--- src/rtl/rtmq_input_fifo_sr_pkg.sv ---
`default_nettype none
// ============================================================================
//  Module      : rtmq_input_fifo_sr_pkg
//  Description : Shared constants for the RTMQ multi-frame input shift
//                register: regfile/ALU bus widths, ALU bus field positions,
//                status word bit positions and the packed status layout.
//  Revision    : 1.0 - initial release
// ============================================================================
package rtmq_input_fifo_sr_pkg;

    // Regfile and ALU bus widths (mirrors RTMQ_Peripheral.v).
    localparam int W_REG = 32;
    localparam int W_ADR = 8;
    localparam int W_ALU = W_REG + W_ADR + 2;

    // ALU bus fields: data in the LSBs, then register address, read flag, write flag.
    localparam int ALU_ADR_LSB = W_REG;
    localparam int ALU_RD_BIT  = W_REG + W_ADR;
    localparam int ALU_WR_BIT  = W_REG + W_ADR + 1;

    // Status word bit positions, shared with software and the bench.
    localparam int STA_NE      = 0;
    localparam int STA_FULL    = 1;
    localparam int STA_OVF     = 2;
    localparam int STA_UDF     = 3;
    localparam int STA_CNT_LSB = 4;
    localparam int STA_CNT_W   = 12;
    localparam int STA_IDX_LSB = 16;
    localparam int STA_IDX_W   = 8;
    localparam int STA_W       = STA_IDX_LSB + STA_IDX_W;

    // Packed view of the status word; field order matches the STA_* positions.
    typedef struct packed {
        logic [STA_IDX_W-1:0] idx;
        logic [STA_CNT_W-1:0] cnt;
        logic                 udf;
        logic                 ovf;
        logic                 full;
        logic                 ne;
    } sta_t;

    // Width of a pointer/counter addressing n entries, never below one bit.
    function automatic int ptr_width(input int n);
        return (n > 1) ? $clog2(n) : 1;
    endfunction

endpackage
`default_nettype wire

--- src/rtl/RTMQ_AcsFlg.sv ---
`default_nettype none
// ============================================================================
//  Module      : RTMQ_AcsFlg
//  Description : Decodes the ALU output bus into a single-cycle read request
//                flag for one regfile address.
//  Revision    : 1.0 - initial release
// ============================================================================
module RTMQ_AcsFlg
    import rtmq_input_fifo_sr_pkg::*;
#(
    parameter int ADDR = 0
) (
    input  logic [W_ALU-1:0] alu_out,
    output logic             f_req
);

    // Data payload and write flag are irrelevant to a read-side decoder.
    logic w_unused;
    assign w_unused = ^{alu_out[W_REG-1:0], alu_out[ALU_WR_BIT]};

    assign f_req = alu_out[ALU_RD_BIT] &&
                   (alu_out[ALU_ADR_LSB +: W_ADR] == W_ADR'(ADDR));

endmodule
`default_nettype wire

--- src/rtl/rtmq_frame_fifo.sv ---
`default_nettype none
// ============================================================================
//  Module      : rtmq_frame_fifo
//  Description : DEPTH-entry frame FIFO with head/tail/count and a full
//                policy of either dropping the new frame or overwriting the
//                oldest. Exposes next-cycle head frame/count so the owner can
//                register its outputs with one cycle of latency.
//  Revision    : 1.0 - initial release
// ============================================================================
module rtmq_frame_fifo
    import rtmq_input_fifo_sr_pkg::*;
#(
    parameter int W_FRM = 192,
    parameter int DEPTH = 4,
    parameter int OVW   = 0
) (
    input  logic                       clk,
    input  logic                       rst,
    input  logic                       push,
    input  logic                       pop,
    input  logic [W_FRM-1:0]           din,
    output logic                       full,
    output logic                       empty,
    output logic                       drop_oldest,
    output logic                       ovf_evt,
    output logic [$clog2(DEPTH+1)-1:0] cnt_nxt,
    output logic                       empty_nxt,
    output logic [W_FRM-1:0]           head_frm_nxt
);

    localparam int PW = ptr_width(DEPTH);
    localparam int CW = $clog2(DEPTH + 1);

    logic [W_FRM-1:0] r_mem [DEPTH];
    logic [PW-1:0]    r_head;
    logic [PW-1:0]    r_tail;
    logic [CW-1:0]    r_cnt;

    logic             w_pop_ok;
    logic             w_room;
    logic             w_push_ok;
    logic [PW-1:0]    w_head_nxt;
    logic [PW-1:0]    w_tail_nxt;
    logic [CW-1:0]    w_cnt_nxt;

    // Pointers wrap at DEPTH so non-power-of-two depths work.
    function automatic logic [PW-1:0] ptr_inc(input logic [PW-1:0] p);
        return (p == PW'(DEPTH - 1)) ? '0 : p + 1'b1;
    endfunction

    assign full  = (r_cnt == CW'(DEPTH));
    assign empty = (r_cnt == '0);

    // Pop acts on pre-cycle contents first, so a same-cycle pop frees a slot for push.
    always_comb begin
        w_pop_ok    = pop && !empty;
        w_room      = !full || w_pop_ok;
        w_push_ok   = push && (w_room || (OVW != 0));
        drop_oldest = push && !w_room && (OVW != 0);
        ovf_evt     = push && !w_room;
        w_head_nxt  = (w_pop_ok || drop_oldest) ? ptr_inc(r_head) : r_head;
        w_tail_nxt  = w_push_ok ? ptr_inc(r_tail) : r_tail;
        w_cnt_nxt   = r_cnt;
        if (w_push_ok && !w_pop_ok && !drop_oldest) begin
            w_cnt_nxt = r_cnt + 1'b1;
        end else if (!w_push_ok && w_pop_ok) begin
            w_cnt_nxt = r_cnt - 1'b1;
        end
    end

    // The slot written this cycle becomes the head only when the FIFO drains into it.
    assign head_frm_nxt = (w_push_ok && (r_tail == w_head_nxt)) ? din : r_mem[w_head_nxt];
    assign cnt_nxt      = w_cnt_nxt;
    assign empty_nxt    = (w_cnt_nxt == '0);

    // Frame storage; contents are don't-care after reset.
    always_ff @(posedge clk) begin
        if (!rst && w_push_ok) begin
            r_mem[r_tail] <= din;
        end
    end

    // Head, tail and occupancy registers.
    always_ff @(posedge clk) begin
        if (rst) begin
            r_head <= '0;
            r_tail <= '0;
            r_cnt  <= '0;
        end else begin
            r_head <= w_head_nxt;
            r_tail <= w_tail_nxt;
            r_cnt  <= w_cnt_nxt;
        end
    end

endmodule
`default_nettype wire

--- src/rtl/rtmq_input_fifo_sr.sv ---
`default_nettype none
// ============================================================================
//  Module      : rtmq_input_fifo_sr
//  Description : Multi-frame input shift register for the RTMQ regfile.
//                Buffers N_SRL-word frames in a DEPTH-frame FIFO, presents
//                the head frame word by word on reg_isr and exposes
//                occupancy, word index and sticky overflow/underflow on
//                reg_sta.
//  Revision    : 1.0 - initial release
// ============================================================================
module rtmq_input_fifo_sr
    import rtmq_input_fifo_sr_pkg::*;
#(
    parameter int ADDR     = 0,
    parameter int ADDR_STA = 1,
    parameter int N_SRL    = 6,
    parameter int DEPTH    = 4,
    parameter int OVW      = 0
) (
    input  logic                   clk,
    input  logic                   rst,
    input  logic [W_ALU-1:0]       alu_out,
    output logic [W_REG-1:0]       reg_isr,
    output logic [W_REG-1:0]       reg_sta,
    input  logic [W_REG*N_SRL-1:0] dat_in,
    input  logic                   f_load
);

    localparam int IW    = ptr_width(N_SRL);
    localparam int CW    = $clog2(DEPTH + 1);
    localparam int W_FRM = W_REG * N_SRL;

    // Parameter ranges that the status word can represent.
    if (N_SRL < 1 || N_SRL > 256) begin : g_err_n_srl
        $error("rtmq_input_fifo_sr: N_SRL must be in 1..256");
    end
    if (DEPTH < 1 || DEPTH >= 4096) begin : g_err_depth
        $error("rtmq_input_fifo_sr: DEPTH must be in 1..4095");
    end

    logic             w_rrq;
    logic             w_srq;
    logic             w_full;
    logic             w_empty;
    logic             w_drop;
    logic             w_ovf_evt;
    logic [CW-1:0]    w_cnt_nxt;
    logic             w_empty_nxt;
    logic [W_FRM-1:0] w_frm_nxt;
    logic             w_rd_ok;
    logic             w_pop;
    logic [IW-1:0]    w_idx_nxt;
    logic             w_ovf_nxt;
    logic             w_udf_nxt;
    sta_t             w_sta_nxt;
    logic [W_REG-1:0] w_isr_nxt;
    logic [W_REG-1:0] w_words [N_SRL];

    logic [IW-1:0]    r_idx;
    logic             r_ovf;
    logic             r_udf;

    RTMQ_AcsFlg #(.ADDR(ADDR)) u_acs_dat (
        .alu_out (alu_out),
        .f_req   (w_rrq)
    );

    RTMQ_AcsFlg #(.ADDR(ADDR_STA)) u_acs_sta (
        .alu_out (alu_out),
        .f_req   (w_srq)
    );

    // A read pops the head frame only when it consumes the last word.
    assign w_rd_ok = w_rrq && !w_empty;
    assign w_pop   = w_rd_ok && (r_idx == IW'(N_SRL - 1));

    rtmq_frame_fifo #(
        .W_FRM (W_FRM),
        .DEPTH (DEPTH),
        .OVW   (OVW)
    ) u_fifo (
        .clk          (clk),
        .rst          (rst),
        .push         (f_load),
        .pop          (w_pop),
        .din          (dat_in),
        .full         (w_full),
        .empty        (w_empty),
        .drop_oldest  (w_drop),
        .ovf_evt      (w_ovf_evt),
        .cnt_nxt      (w_cnt_nxt),
        .empty_nxt    (w_empty_nxt),
        .head_frm_nxt (w_frm_nxt)
    );

    // Split the next head frame into words, word 0 in the LSBs.
    for (genvar gi = 0; gi < N_SRL; gi++) begin : g_word
        assign w_words[gi] = w_frm_nxt[gi*W_REG +: W_REG];
    end

    // Next word index, sticky flags (set beats clear) and the next output words.
    always_comb begin
        w_idx_nxt = r_idx;
        if (w_drop || w_pop) begin
            w_idx_nxt = '0;
        end else if (w_rd_ok) begin
            w_idx_nxt = r_idx + 1'b1;
        end
        w_ovf_nxt      = (r_ovf && !w_srq) || w_ovf_evt;
        w_udf_nxt      = (r_udf && !w_srq) || (w_rrq && w_empty);
        w_isr_nxt      = w_empty_nxt ? '0 : w_words[w_idx_nxt];
        w_sta_nxt      = '0;
        w_sta_nxt.ne   = !w_empty_nxt;
        w_sta_nxt.full = (w_cnt_nxt == CW'(DEPTH));
        w_sta_nxt.ovf  = w_ovf_nxt;
        w_sta_nxt.udf  = w_udf_nxt;
        w_sta_nxt.cnt  = STA_CNT_W'(w_cnt_nxt);
        w_sta_nxt.idx  = STA_IDX_W'(w_idx_nxt);
    end

    // Word index, sticky flags and the registered regfile outputs.
    always_ff @(posedge clk) begin
        if (rst) begin
            r_idx   <= '0;
            r_ovf   <= 1'b0;
            r_udf   <= 1'b0;
            reg_isr <= '0;
            reg_sta <= '0;
        end else begin
            r_idx   <= w_idx_nxt;
            r_ovf   <= w_ovf_nxt;
            r_udf   <= w_udf_nxt;
            reg_isr <= w_isr_nxt;
            reg_sta <= W_REG'(w_sta_nxt);
        end
    end

endmodule
`default_nettype wire

--- config.mk ---
export PLATFORM = sky130hd
export DESIGN_NAME = rtmq_input_fifo_sr
export DESIGN_NICKNAME = d
export VERILOG_FILES = /design/src/rtl/rtmq_input_fifo_sr_pkg.sv /design/src/rtl/RTMQ_AcsFlg.sv /design/src/rtl/rtmq_frame_fifo.sv /design/src/rtl/rtmq_input_fifo_sr.sv
export SDC_FILE = /design/constraint.sdc
export NUM_CORES = 1
export LEC_CHECK = 0
export CAP_MARGIN = 20
export CORE_MARGIN = 5
export CORE_UTILIZATION = 35
export CTS_CLUSTER_DIAMETER = 200
export DETAILED_ROUTE_END_ITERATION = 8
export PLACE_DENSITY = 0.62
export SLEW_MARGIN = 20
export SYNTH_ARGS = -nofsm -noshare
export SYNTH_HDL_FRONTEND = slang
export SYNTH_HIERARCHICAL = 1
export SYNTH_SLANG_ARGS = --single-unit
--- constraint.sdc ---
create_clock -name clk -period 11.1 [get_ports clk]
set_clock_uncertainty 0.15 [all_clocks]
set_input_delay 2.22 -clock clk [delete_from_list [all_inputs] [get_ports clk]]
set_output_delay 2.22 -clock clk [all_outputs]
set_load 0.02 [all_outputs]
==> results of run 1 <==
## cell usage in the layout, fill, tap and decap left out, types with 33 or more instances in the layout
cell type        Yosys  routed
nor2b_1             36      36
mux2i_1             33      33
dfxtp_1             49      49
mux4_2             192     192
edfxtp_1           768     768
clkdlybuf4s50_1      0     245
mux2_2             192     192
clkbuf_16            0      88
and3_1              33      33
a211oi_1            64      63
## where the power goes
group	internal (W)	total, W	switching, W
clock network	0.00173	0.00293	0.00120
logic	0.000350	0.000741	0.000391
registers	0.00348	0.00353	0.0000461
total	0.00556	0.00720	0.00164
## through the flow
stage	hold slack (ps)	instance area [um^2]	total power, W	std cells	setup WS [ps]
2_1_floorplan	304	33500	0.00401	1648	2070
3_3_place_gp	342	37200	0.00433	3062	2710
3_5_place_dp	345	37200	0.00434	3062	2640
4_1_cts	361	40100	0.00730	3222	3320
5_1_grt	389	40100	0.00748	3226	3060
6_report	361	40100	0.00720	3239	3340
## synth_stat cells, types with 9 or more instances
master,number
buf_1,9
dfxtp_1,49
mux2i_1,33
inv_1,10
nor2_1,17
mux2_2,192
a211oi_1,64
buf_4,28
a21oi_1,10
mux4_2,192
clkbuf_1,32
and3_1,33
o32ai_1,31
buf_2,49
nor2b_1,36
edfxtp_1,768
ha_1,10
## tightest hold or removal path: stages, from the launching register on
cell and delay [ps]:
dfxtp_1 330, a21oi_1 60, nor2_1 80
## layer usage
metal	global-route usage	share of wire
met2	0.259	0.46
met4	0.0386	0.021
met5	0	0.0018
met1	0.230	0.44
met3	0.0555	0.078
## state kept, by name, summed over array words and instances, names as in the netlist
register / cells
u_fifo/r_tail: 2
reg_sta: 10
u_fifo/r_mem: 768
reg_isr: 32
u_fifo/r_head: 2
u_fifo/r_cnt: 3
## area by class of cell
type	count	area [um^2]	share of cell area
sequential	817	24000	0.599
multi-input combinational	698	8820	0.220
timing repair buffer	272	2730	0.0680
clock buffer	122	2430	0.0605
tap	1265	1580	0.0394
clock inverter	38	457	0.0114
antenna	17	42.5	0.00106
inverter	10	37.5	0.000935
## logic make-up after synthesis
group | Yosys count | share of synthesized area
DFF | 817 | 0.720
muxes | 418 | 0.205
buffers and inverters | 133 | 0.0207
and+or+nand+nor | 124 | 0.0227
AOI/OAI and AO/OA | 118 | 0.0267
adders and majority gates | 12 | 0.00435
xor gates and xnor gates | 3 | 0.00101
other | 2 | 0.000225
## worst min path at each step
stage / from / endpoint / slack, ps / cells after the start
after floorplan: reg_sta[2] / reg_sta[2] / 300 / 2
after global placement: reg_sta[2] / reg_sta[2] / 340 / 2
after detailed placement: reg_sta[2] / reg_sta[2] / 340 / 2
after CTS: reg_sta[2] / reg_sta[2] / 360 / 2
after global routing: reg_sta[2] / reg_sta[2] / 390 / 2
final: reg_sta[2] / reg_sta[2] / 360 / 2
==> summary.md, run 1 <==
| Metric | Value |
|---|---|
| Worst path bufs/invs | 3 |
| P per Cell Area | 179 nW/um^2 |
| Max_slew headroom | 0.303 |
| Post-DP HPWL | roughly 53000 um |
| Worst skew pair latency | about 650 ps |
| Fin. max-slew vios | 0 |
| Worst path depth | 14 |
| Static leakage | about 13 nW |
| Setup Total Neg Slack | 0 ps |
| Die Area | just over 100000 um^2 |
| Hold buffers post-CTS | 0 |
| Crit path max-delay cell type | a211oi_1 |
| Async set-reset flop share out of synthesis | 0 |
| WL final | just under 90000 um |
| Clock slew seen by the registers of the worst setup and hold paths | roughly 60 ps |
| GR Util All Layers | 0.167 |
| Crit end category | register |
| Crit path kind | primary input to register |
| CTS tree | yes |
| Status | finished, final reports clean |
| Mean post-synth cell area | between 20 and 25 um^2 |
| Clock tree buffer depth | 3 |
| # DRC | 0 |
| Critical path arrival | about 8100 ps |
| Reg-to-Reg End | reg_isr[15] |
| Worst stage delay on the critical path | between 700 and 800 ps |
| Initial Utilization | 0.352 |
| Finished Core Util | 0.423 |
| ANT nets after route | 0 |
| Ports | 301 |
| DRT Pass-1 Iters | 8 |
| Final Hold Fails | 0 |
| Tcrit/Tclk final | 0.699 |
| Critical Path, Cell by Cell | clkdlybuf4s50_1, or4b_1, nor4_2, nand2b_4, nor2_1, inv_1, o21ai_0, nand2_4, buf_4, mux4_2, mux2_2, and3_1, a211oi_1, o32ai_1 |
| NumNets Final | roughly 2100 |
| DR vias | approximately 17000 |
| IO Port Bufs | roughly 250 |
| Max cap viols | 0 |
| Top cells by area, synth | edfxtp_1 (69%), mux4_2 (13%), mux2_2 (6.5%) |
| DR iter-0 viols | approximately 1300 |
| Vias in the first global route | about 18000 |
| Post-layout min period | about 7800 ps |
| Site row count | about 110 |
| Reg2reg path depth | 15 |
| Peak supply drop | roughly 0.00011 V |
| CP top delay family | simple AND/OR/NAND/NOR gates |
| Post-Syn Area | ~33000 um^2 |
| CP Capture Point | reg_isr[15] |
| Max Freq | 129 MHz |
| Die Height | 319 um |
| Unrepaired setup endpoints after global routing | false |
| Type of the most critical hold path | register to register |
| Root Driver | clkbuf_16 |
| RD Place Congestion | ~0.74 |
| Standard cell core area | ~95000 um^2 |
| Initial antenna violation count | 38 |
| Post-synthesis cell type count | between 40 and 50 |
| Yosys Warn Count | 6 |
| Total CTS buffers | 88 |
| Synth Register Bits | 817 |
| Most used flip-flop cell after synthesis | edfxtp_1 |
| Crit path max fanout | between 50 and 60 |
| Setup Viol. Count Final | 0 |
| First-pass GRT wire length | between 100000 and 150000 um |
| Layout cell share with drive strength beyond 1 | 0.286 |
| Layout area overhead | 20.2% |
| Worst slew pin tran | 1040 ps |
| # fillers | just over 8000 |
| Seq/Total Area, Yosys | 0.720 |
| DR WL/cell | ~27 um |
| CTS resizes | 0 |
| Die W | 319 um |
| Clock H-tree levels | 3 |
| Largest area contributor in the synthesized netlist | edfxtp_1 |
| CP Data Required Time | between 10000 and 15000 ps |
| Reg2reg setup slack | between 5000 and 6000 ps |
| Cells after Synth | around 1600 |
| Reg2Reg Launch Point | u_fifo/r_cnt[1] |
| CP Launch Type | primary input |
| CTS sink count | 817 |
| Largest net degree at the start of global routing | 147 |
| EDFF count, synth | roughly 770 |
| Crit path from | alu_out[36] |
| Global route overflow | 0 |
| Vias per cell | between 5 and 6 |
| Post-CTS Setup Inserts | 0 |
| Synth top area share | 0.690 |
Power figures use the tool's default switching activity.
==> run 2, diff against run 1 <==
--- a/config.mk
+++ b/config.mk
@@ -10,7 +10,7 @@
 export CORE_UTILIZATION = 35
 export CTS_CLUSTER_DIAMETER = 200
 export DETAILED_ROUTE_END_ITERATION = 8
-export PLACE_DENSITY = 0.62
+export PLACE_DENSITY = 0.64
 export SLEW_MARGIN = 20
 export SYNTH_ARGS = -nofsm -noshare
 export SYNTH_HDL_FRONTEND = slang
==> constraint.sdc (replaced) <==
create_clock -name clk -period 6.53 [get_ports clk]
set_clock_uncertainty 0.15 [all_clocks]
set_input_delay 1.306 -clock clk [delete_from_list [all_inputs] [get_ports clk]]
set_output_delay 1.306 -clock clk [all_outputs]
set_load 0.02 [all_outputs]
==> run 2 against run 1 <==
First-iteration DRC count decreased by 7.2%. Highest routed layer unchanged. Critical path type unchanged. Cell count up 2.3%. Sequential power up 70%.
==> summary.md, run 2 (same netlist as run 1, synthesis figures left out) <==
| Metric | Value |
|---|---|
| Status | finished, final reports clean (unchanged) |
| Crit end category | register (unchanged) |
| Crit path max-delay cell type | or4b_1 (was a211oi_1) |
| # DRC | 0 (unchanged) |
| Reg2Reg Launch Point | u_fifo/r_cnt[1] (unchanged) |
| IO Port Bufs | 245 (unchanged) |
| Critical Path, Cell by Cell | clkdlybuf4s50_1, or4b_1, nor4_2, nand2b_4, nor2_1, inv_1, o21ai_0, nor2_1, nor4_4, buf_12, buf_12, buf_4, mux2_2, nor2b_1, a211oi_1, o32ai_1 (was clkdlybuf4s50_1, or4b_1, nor4_2, nand2b_4, nor2_1, inv_1, o21ai_0, nand2_4, buf_4, mux4_2, mux2_2, and3_1, a211oi_1, o32ai_1) |
| Hold EP | reg_sta[3] (was reg_sta[2]) |
| Vias per cell | 5.14 (was 5.23) |
| Worst stage delay on the critical path | 540 ps (was 790 ps) |
| Site row count | 113 (unchanged) |
| Worst slew pin tran | 936 ps (was 1040 ps) |
| Final Instance Area | 41000 um^2 (was 40100 um^2) |
| Crit path kind | primary input to register (unchanged) |
| Initial Utilization | 0.352 (unchanged) |
| CTS sink count | 817 (unchanged) |
| DR iter-0 viols | 1225 (was 1320) |
| Initial antenna violation count | 33 (was 38) |
| First-pass GRT wire length | 123000 um (was 126000 um) |
| Reg2reg path depth | 17 (was 15) |
| Clock slew seen by the registers of the worst setup and hold paths | 60 ps (about the same) |
| DRT Pass-1 Iters | 4 (was 8) |
| Reg2reg setup slack | 1890 ps (was 5310 ps) |
| Static leakage | 13.1 nW (was 12.6 nW) |
| Largest Register | u_fifo/r_mem (unchanged) |
| Max Freq | between 150 and 200 MHz |
| ANT nets after route | 0 (unchanged) |
| Ports | 301 (unchanged) |
| Vias in the first global route | 17900 (was 17600) |
| Type of the most critical hold path | register to register (unchanged) |
| CP Data Required Time | 6880 ps (was 11430 ps) |
| Reg-to-Reg End | reg_isr[25] (was reg_isr[15]) |
| Crit path max fanout | 27 (was 53) |
| Hold depth | 2 (unchanged) |
| Standard cell core area | 94900 um^2 (unchanged) |
| Die Height | 319 um (unchanged) |
| Layout area overhead | 22.8% (was 20.2%) |
| HP Start | reg_sta[3] (was reg_sta[2]) |
| Worst path bufs/invs | 5 (was 3) |
| WL final | 83600 um (was 87000 um) |
| Fin. max-slew vios | 0 (unchanged) |
| Largest net degree at the start of global routing | 99 (was 147) |
| GR Util All Layers | 0.161 (was 0.167) |
| Tcrit/Tclk final | 0.867 |
| Die W | 319 um (unchanged) |
| # fillers | 8133 (was 8252) |
| Max cap viols | 0 (unchanged) |
| Peak supply drop | 0.000240 V (was 0.000109 V) |
| CP top delay family | simple AND/OR/NAND/NOR gates (unchanged) |
| Max FFs per register | 768 (unchanged) |
| Final Hold Fails | 0 (unchanged) |
| Max_slew headroom | 0.374 (was 0.303) |
| Critical path arrival | 6020 ps (was 8090 ps) |
| Setup Viol. Count Final | 0 (unchanged) |
| P per Cell Area | 301 nW/um^2 (was 179 nW/um^2) |
| Post-DP HPWL | 52600 um (about the same) |
| Worst skew pair latency | 660 ps (was 650 ps) |
| Footprint of the multi-input gates | 8840 um^2 (was 8820 um^2) |
| Post-CTS Setup Inserts | 0 (unchanged) |
| Unrepaired setup endpoints after global routing | false (unchanged) |
| Layout cell share with drive strength beyond 1 | 0.314 (was 0.286) |
| NumNets Final | 2207 (was 2134) |
| DR vias | 17000 (was 16900) |
| Post-DP Area | 38000 um^2 (was 37200 um^2) |
| Die Area | 102000 um^2 (unchanged) |
| CTS tree | yes (unchanged) |
| Global route overflow | 0 (unchanged) |
| Hold buffers post-CTS | 0 (unchanged) |
| Post-layout min period | roughly 5700 ps |
| Commonest non-fill, non-tap cell in the layout | edfxtp_1 (unchanged) |
| Clock H-tree levels | 3 (unchanged) |
| Most frequent cells in the layout | edfxtp_1 (768), clkdlybuf4s50_1 (245), mux4_2 (192), mux2_2 (192), clkbuf_16 (90) (was edfxtp_1 (768), clkdlybuf4s50_1 (245), mux4_2 (192), mux2_2 (192), clkbuf_16 (88)) |
| CP Launch Type | primary input (unchanged) |
| Total CTS buffers | 89 (was 88) |
| Storage element area | 24000 um^2 (unchanged) |
| Clock tree buffer depth | 3 (unchanged) |
| Regs by FF count | u_fifo/r_mem x768, reg_isr x32, reg_sta x10 (unchanged) |
| Root Driver | clkbuf_16 (unchanged) |
| DR WL/cell | 25.2 um (was 26.9 um) |
| CTS resizes | 0 (unchanged) |
| Setup Total Neg Slack | 0 ps (unchanged) |
| RD Place Congestion | 0.789 (was 0.743) |
[run 2: how the worst max path moves through the flow]
stage | startpoint | cells past startpoint | slack [ps] | to
2_1_floorplan | alu_out[36] | 8 | 580 | u_fifo/r_mem[0][0]
3_3_place_gp | alu_out[36] | 16 | 320 | reg_isr[1]
3_5_place_dp | alu_out[36] | 16 | 330 | reg_isr[1]
4_1_cts | alu_out[36] | 16 | 950 | reg_isr[25]
5_1_grt | alu_out[36] | 16 | 610 | reg_isr[25]
6_report | alu_out[36] | 16 | 870 | reg_isr[25]
[run 2: layer usage]
layer  track usage  part of all wire  up-vias
met3        0.0487             0.077      127
met1         0.232              0.45     8918
met4        0.0372             0.016       34
li1              -                 -     7440
met5             0            0.0026        -
met2         0.242              0.45      515
[run 2: metrics by stage]
step | cells | util | hold slack (ps) | total power, W | setup WS, ps
after floorplan | 1648 | - | 304 | 0.00680 | 584
after global placement | 3134 | 0.401 | 336 | 0.00743 | 320
after detailed placement | 3134 | 0.401 | 347 | 0.00745 | 331
after CTS | 3301 | 0.432 | 363 | 0.0125 | 952
after global routing | 3304 | 0.432 | 436 | 0.0128 | 607
final | 3313 | 0.432 | 357 | 0.0124 | 866
[run 2: worst min-delay path: cells and delay by family, from the launching register on]
family | cells | cell delay, ps
AOI/OAI and AO/OA | 1 | 70
DFF | 1 | 330
and+or+nand+nor | 1 | 80
[run 2: final cells by class]
cell class	count	share of cell area
multi-input combinational	698	0.215
tap	1265	0.0386
clock buffer	109	0.0579
sequential	817	0.586
clock inverter	58	0.0140
inverter	10	0.000915
timing repair buffer	344	0.0864
antenna	12	0.000732
[run 2: power by group]
part,internal [W],switching [W],total [W]
registers,0.00592,0.0000779,0.00600
clock network,0.00296,0.00206,0.00502
logic,0.000675,0.000670,0.00134
total,0.00955,0.00281,0.0124
==> run 3, diff against run 2 <==
--- a/config.mk
+++ b/config.mk
@@ -10,7 +10,7 @@
 export CORE_UTILIZATION = 35
 export CTS_CLUSTER_DIAMETER = 200
 export DETAILED_ROUTE_END_ITERATION = 8
-export PLACE_DENSITY = 0.64
+export PLACE_DENSITY = 0.62
 export SLEW_MARGIN = 20
 export SYNTH_ARGS = -nofsm -noshare
 export SYNTH_HDL_FRONTEND = slang
==> constraint.sdc (replaced) <==
create_clock -name clk -period 5.3 [get_ports clk]
set_clock_uncertainty 0.15 [all_clocks]
set_input_delay 1.06 -clock clk [delete_from_list [all_inputs] [get_ports clk]]
set_output_delay 1.06 -clock clk [all_outputs]
set_load 0.02 [all_outputs]
==> run 3 against run 2 <==
First-iteration DRC count rose by 5.6%. Sequential power is 23% higher. Critical path type unchanged. Clock power increased by 21%. Critical endpoint is now reg_isr[18]. Die area unchanged. Final area increased by 2.2%. Sequential share of layout area fell by 1.2 points. Global-route usage increased by 0.76 points. Worst hold slack better by 2.8 ps. Highest routed layer unchanged. Register-to-register slack worse by 1100 ps. Core utilization rose by 0.94 points.
==> summary.md, run 3 (same netlist as run 1, synthesis figures left out) <==
| Metric | Value |
|---|---|
| Largest Register | u_fifo/r_mem (unchanged) |
| Total CTS buffers | 87 (was 89) |
| Layout cell share with drive strength beyond 1 | 0.344 (was 0.314) |
| DR WL/cell | 25.7 um (was 25.2 um) |
| Max cap viols | 0 (unchanged) |
| Unrepaired setup endpoints after global routing | false (unchanged) |
| Worst skew pair latency | 640 ps (was 660 ps) |
| Sequential power share | 0.483 (was 0.485) |
| Storage element area | 24000 um^2 (unchanged) |
| Initial Utilization | 0.352 (unchanged) |
| Clock slew seen by the registers of the worst setup and hold paths | 60 ps (about the same) |
| Die W | 319 um (unchanged) |
| Commonest non-fill, non-tap cell in the layout | edfxtp_1 (unchanged) |
| IO Port Bufs | 245 (unchanged) |
| GR Util All Layers | 0.168 (was 0.161) |
| Type of the most critical hold path | register to register (unchanged) |
| Worst slew pin tran | 884 ps (was 936 ps) |
| Most frequent cells in the layout | edfxtp_1 (768), clkdlybuf4s50_1 (245), mux4_2 (192), mux2_2 (192), buf_4 (152) (was edfxtp_1 (768), clkdlybuf4s50_1 (245), mux4_2 (192), mux2_2 (192), clkbuf_16 (90)) |
| CP Data Required Time | 5650 ps (was 6880 ps) |
| Ports | 301 (unchanged) |
| Site row count | 113 (unchanged) |
| Root Driver | clkbuf_16 (unchanged) |
| Crit path kind | primary input to register (unchanged) |
| Standard cell core area | 94900 um^2 (unchanged) |
| Power share of the clock group | 0.399 (was 0.406) |
| Max_slew headroom | 0.407 (was 0.374) |
| DR vias | 17400 (was 17000) |
| Die Height | 319 um (unchanged) |
| CTS resizes | 0 (unchanged) |
| P per Cell Area | 364 nW/um^2 (was 301 nW/um^2) |
| Vias per cell | 5.10 (was 5.14) |
| Crit end category | register (unchanged) |
| Footprint of the multi-input gates | 8830 um^2 (was 8840 um^2) |
| Sw Pwr | 0.00346 W (was 0.00281 W) |
| Clock tree buffer depth | 3 (unchanged) |
| DRT Pass-1 Iters | 5 (was 4) |
| First-pass GRT wire length | 128000 um (was 123000 um) |
| CTS sink count | 817 (unchanged) |
| Setup Viol. Count Final | 0 (unchanged) |
| Initial antenna violation count | 38 (was 33) |
| Crit path max fanout | 13 (was 27) |
| Global route overflow | 0 (unchanged) |
| Largest net degree at the start of global routing | 74 (was 99) |
| Switching Fraction | 0.227 (about the same) |
| Hold buffers post-CTS | 0 (unchanged) |
| Die Area | 102000 um^2 (unchanged) |
| Tcrit/Tclk final | 0.975 |
| Vias in the first global route | 18500 (was 17900) |
| Post-CTS Setup Inserts | 0 (unchanged) |
| Post-layout min period | just over 5000 ps |
| Max FFs per register | 768 (unchanged) |
| Post-layout power | 0.0153 W (was 0.0124 W) |
| Layout area overhead | 25.5% (was 22.8%) |
| CTS tree | yes (unchanged) |
| # DRC | 0 (unchanged) |
| Fin. max-slew vios | 0 (unchanged) |
| Clock H-tree levels | 3 (unchanged) |
| # fillers | 8042 (was 8133) |
| CP Launch Type | primary input (unchanged) |
| Finished Core Util | 0.442 (was 0.432) |
| Comb pwr share | 0.117 (was 0.109) |
| Internal Power | 0.0118 W (was 0.00955 W) |
| Critical path arrival | 5520 ps (was 6020 ps) |
| NumNets Final | 2302 (was 2207) |
| DR iter-0 viols | 1294 (was 1225) |
| Static leakage | 13.6 nW (was 13.1 nW) |
| Final Hold Fails | 0 (unchanged) |
| WHS | 360 ps (was 357 ps) |
| ANT nets after route | 0 (unchanged) |
| Max Freq | between 150 and 200 MHz |
| RD Place Congestion | 0.786 (was 0.789) |
| Peak supply drop | 0.000221 V (was 0.000240 V) |
| Post-DP HPWL | 59100 um (was 52600 um) |
| Regs by FF count | u_fifo/r_mem x768, reg_isr x32, reg_sta x10 (unchanged) |
| WL final | 87600 um (was 83600 um) |
| Status | finished, final reports clean (unchanged) |
run 3: cell types whose count changed in the layout (fill, tap and decap cells not counted), moves of 2 or more:
cell	delta
clkbuf_16	+2
bufinv_16	-3
inv_4	+2
clkbuf_8	+2
clkbuf_1	+6
clkinv_4	-3
clkinv_1	-10
buf_12	+16
buf_4	+81
diode_2	+8
run 3: per-stage QoR:
stage               cell area (um^2)  setup WS, ps  TNS [ps]  instances
finish                         41900           134         0       3411
global route                   41900          56.9         0       3394
CTS                            41900           274         0       3391
detailed placement             39000          -381     -1450       3231
global placement               39000          -450     -2690       3231
floorplan                      33500          -400   -307330       1648
run 3: path summary, 6_finish.rpt:
path	start	to	slack, ps	depth (start not counted)
hold reg to reg	reg_sta[2]	reg_sta[2]	360	2
hold / removal	reg_sta[2]	reg_sta[2]	360	2
setup / recovery	alu_out[36]	reg_isr[18]	130	20
setup reg to reg	u_fifo/r_cnt[1]	reg_isr[18]	770	19
run 3: area by class of cell:
| type | count | share of cell area |
|---|---|---|
| diodes | 20 | 0.00119 |
| clock buffers | 119 | 0.0590 |
| clock inverters | 41 | 0.0101 |
| inverters | 10 | 0.000896 |
| multi-input cells | 698 | 0.211 |
| flip-flops and latches | 817 | 0.574 |
| well taps | 1265 | 0.0378 |
| repair buffers | 441 | 0.107 |
run 3: metal layers:
layer / part of all wire / track usage
met1: 0.43 / 0.231
met4: 0.015 / 0.0364
met2: 0.47 / 0.267
met3: 0.077 / 0.0516
met5: 0.0014 / 0
run 3: worst max-delay path: stages:
cell and delay (ps):
clkdlybuf4s50_1 410, or4b_1 530, nor4_2 250, buf_4 180
nand2b_4 50, nor2_1 100, buf_4 140, inv_1 60
o21ai_0 150, buf_4 150, nor2_1 60, nor4_4 310
buf_4 190, buf_12 150, buf_12 140, mux2_2 350
and3_1 170, a211oi_1 700, buf_4 240, o32ai_1 80
run 3: power groups by stage:
stage	logic, W	clock network, W	registers [W]
after floorplan	0.000809	0	0.00757
after global placement	0.00177	0	0.00750
after detailed placement	0.00179	0	0.00751
after CTS	0.00181	0.00626	0.00737
after global routing	0.00189	0.00654	0.00738
final	0.00179	0.00609	0.00737
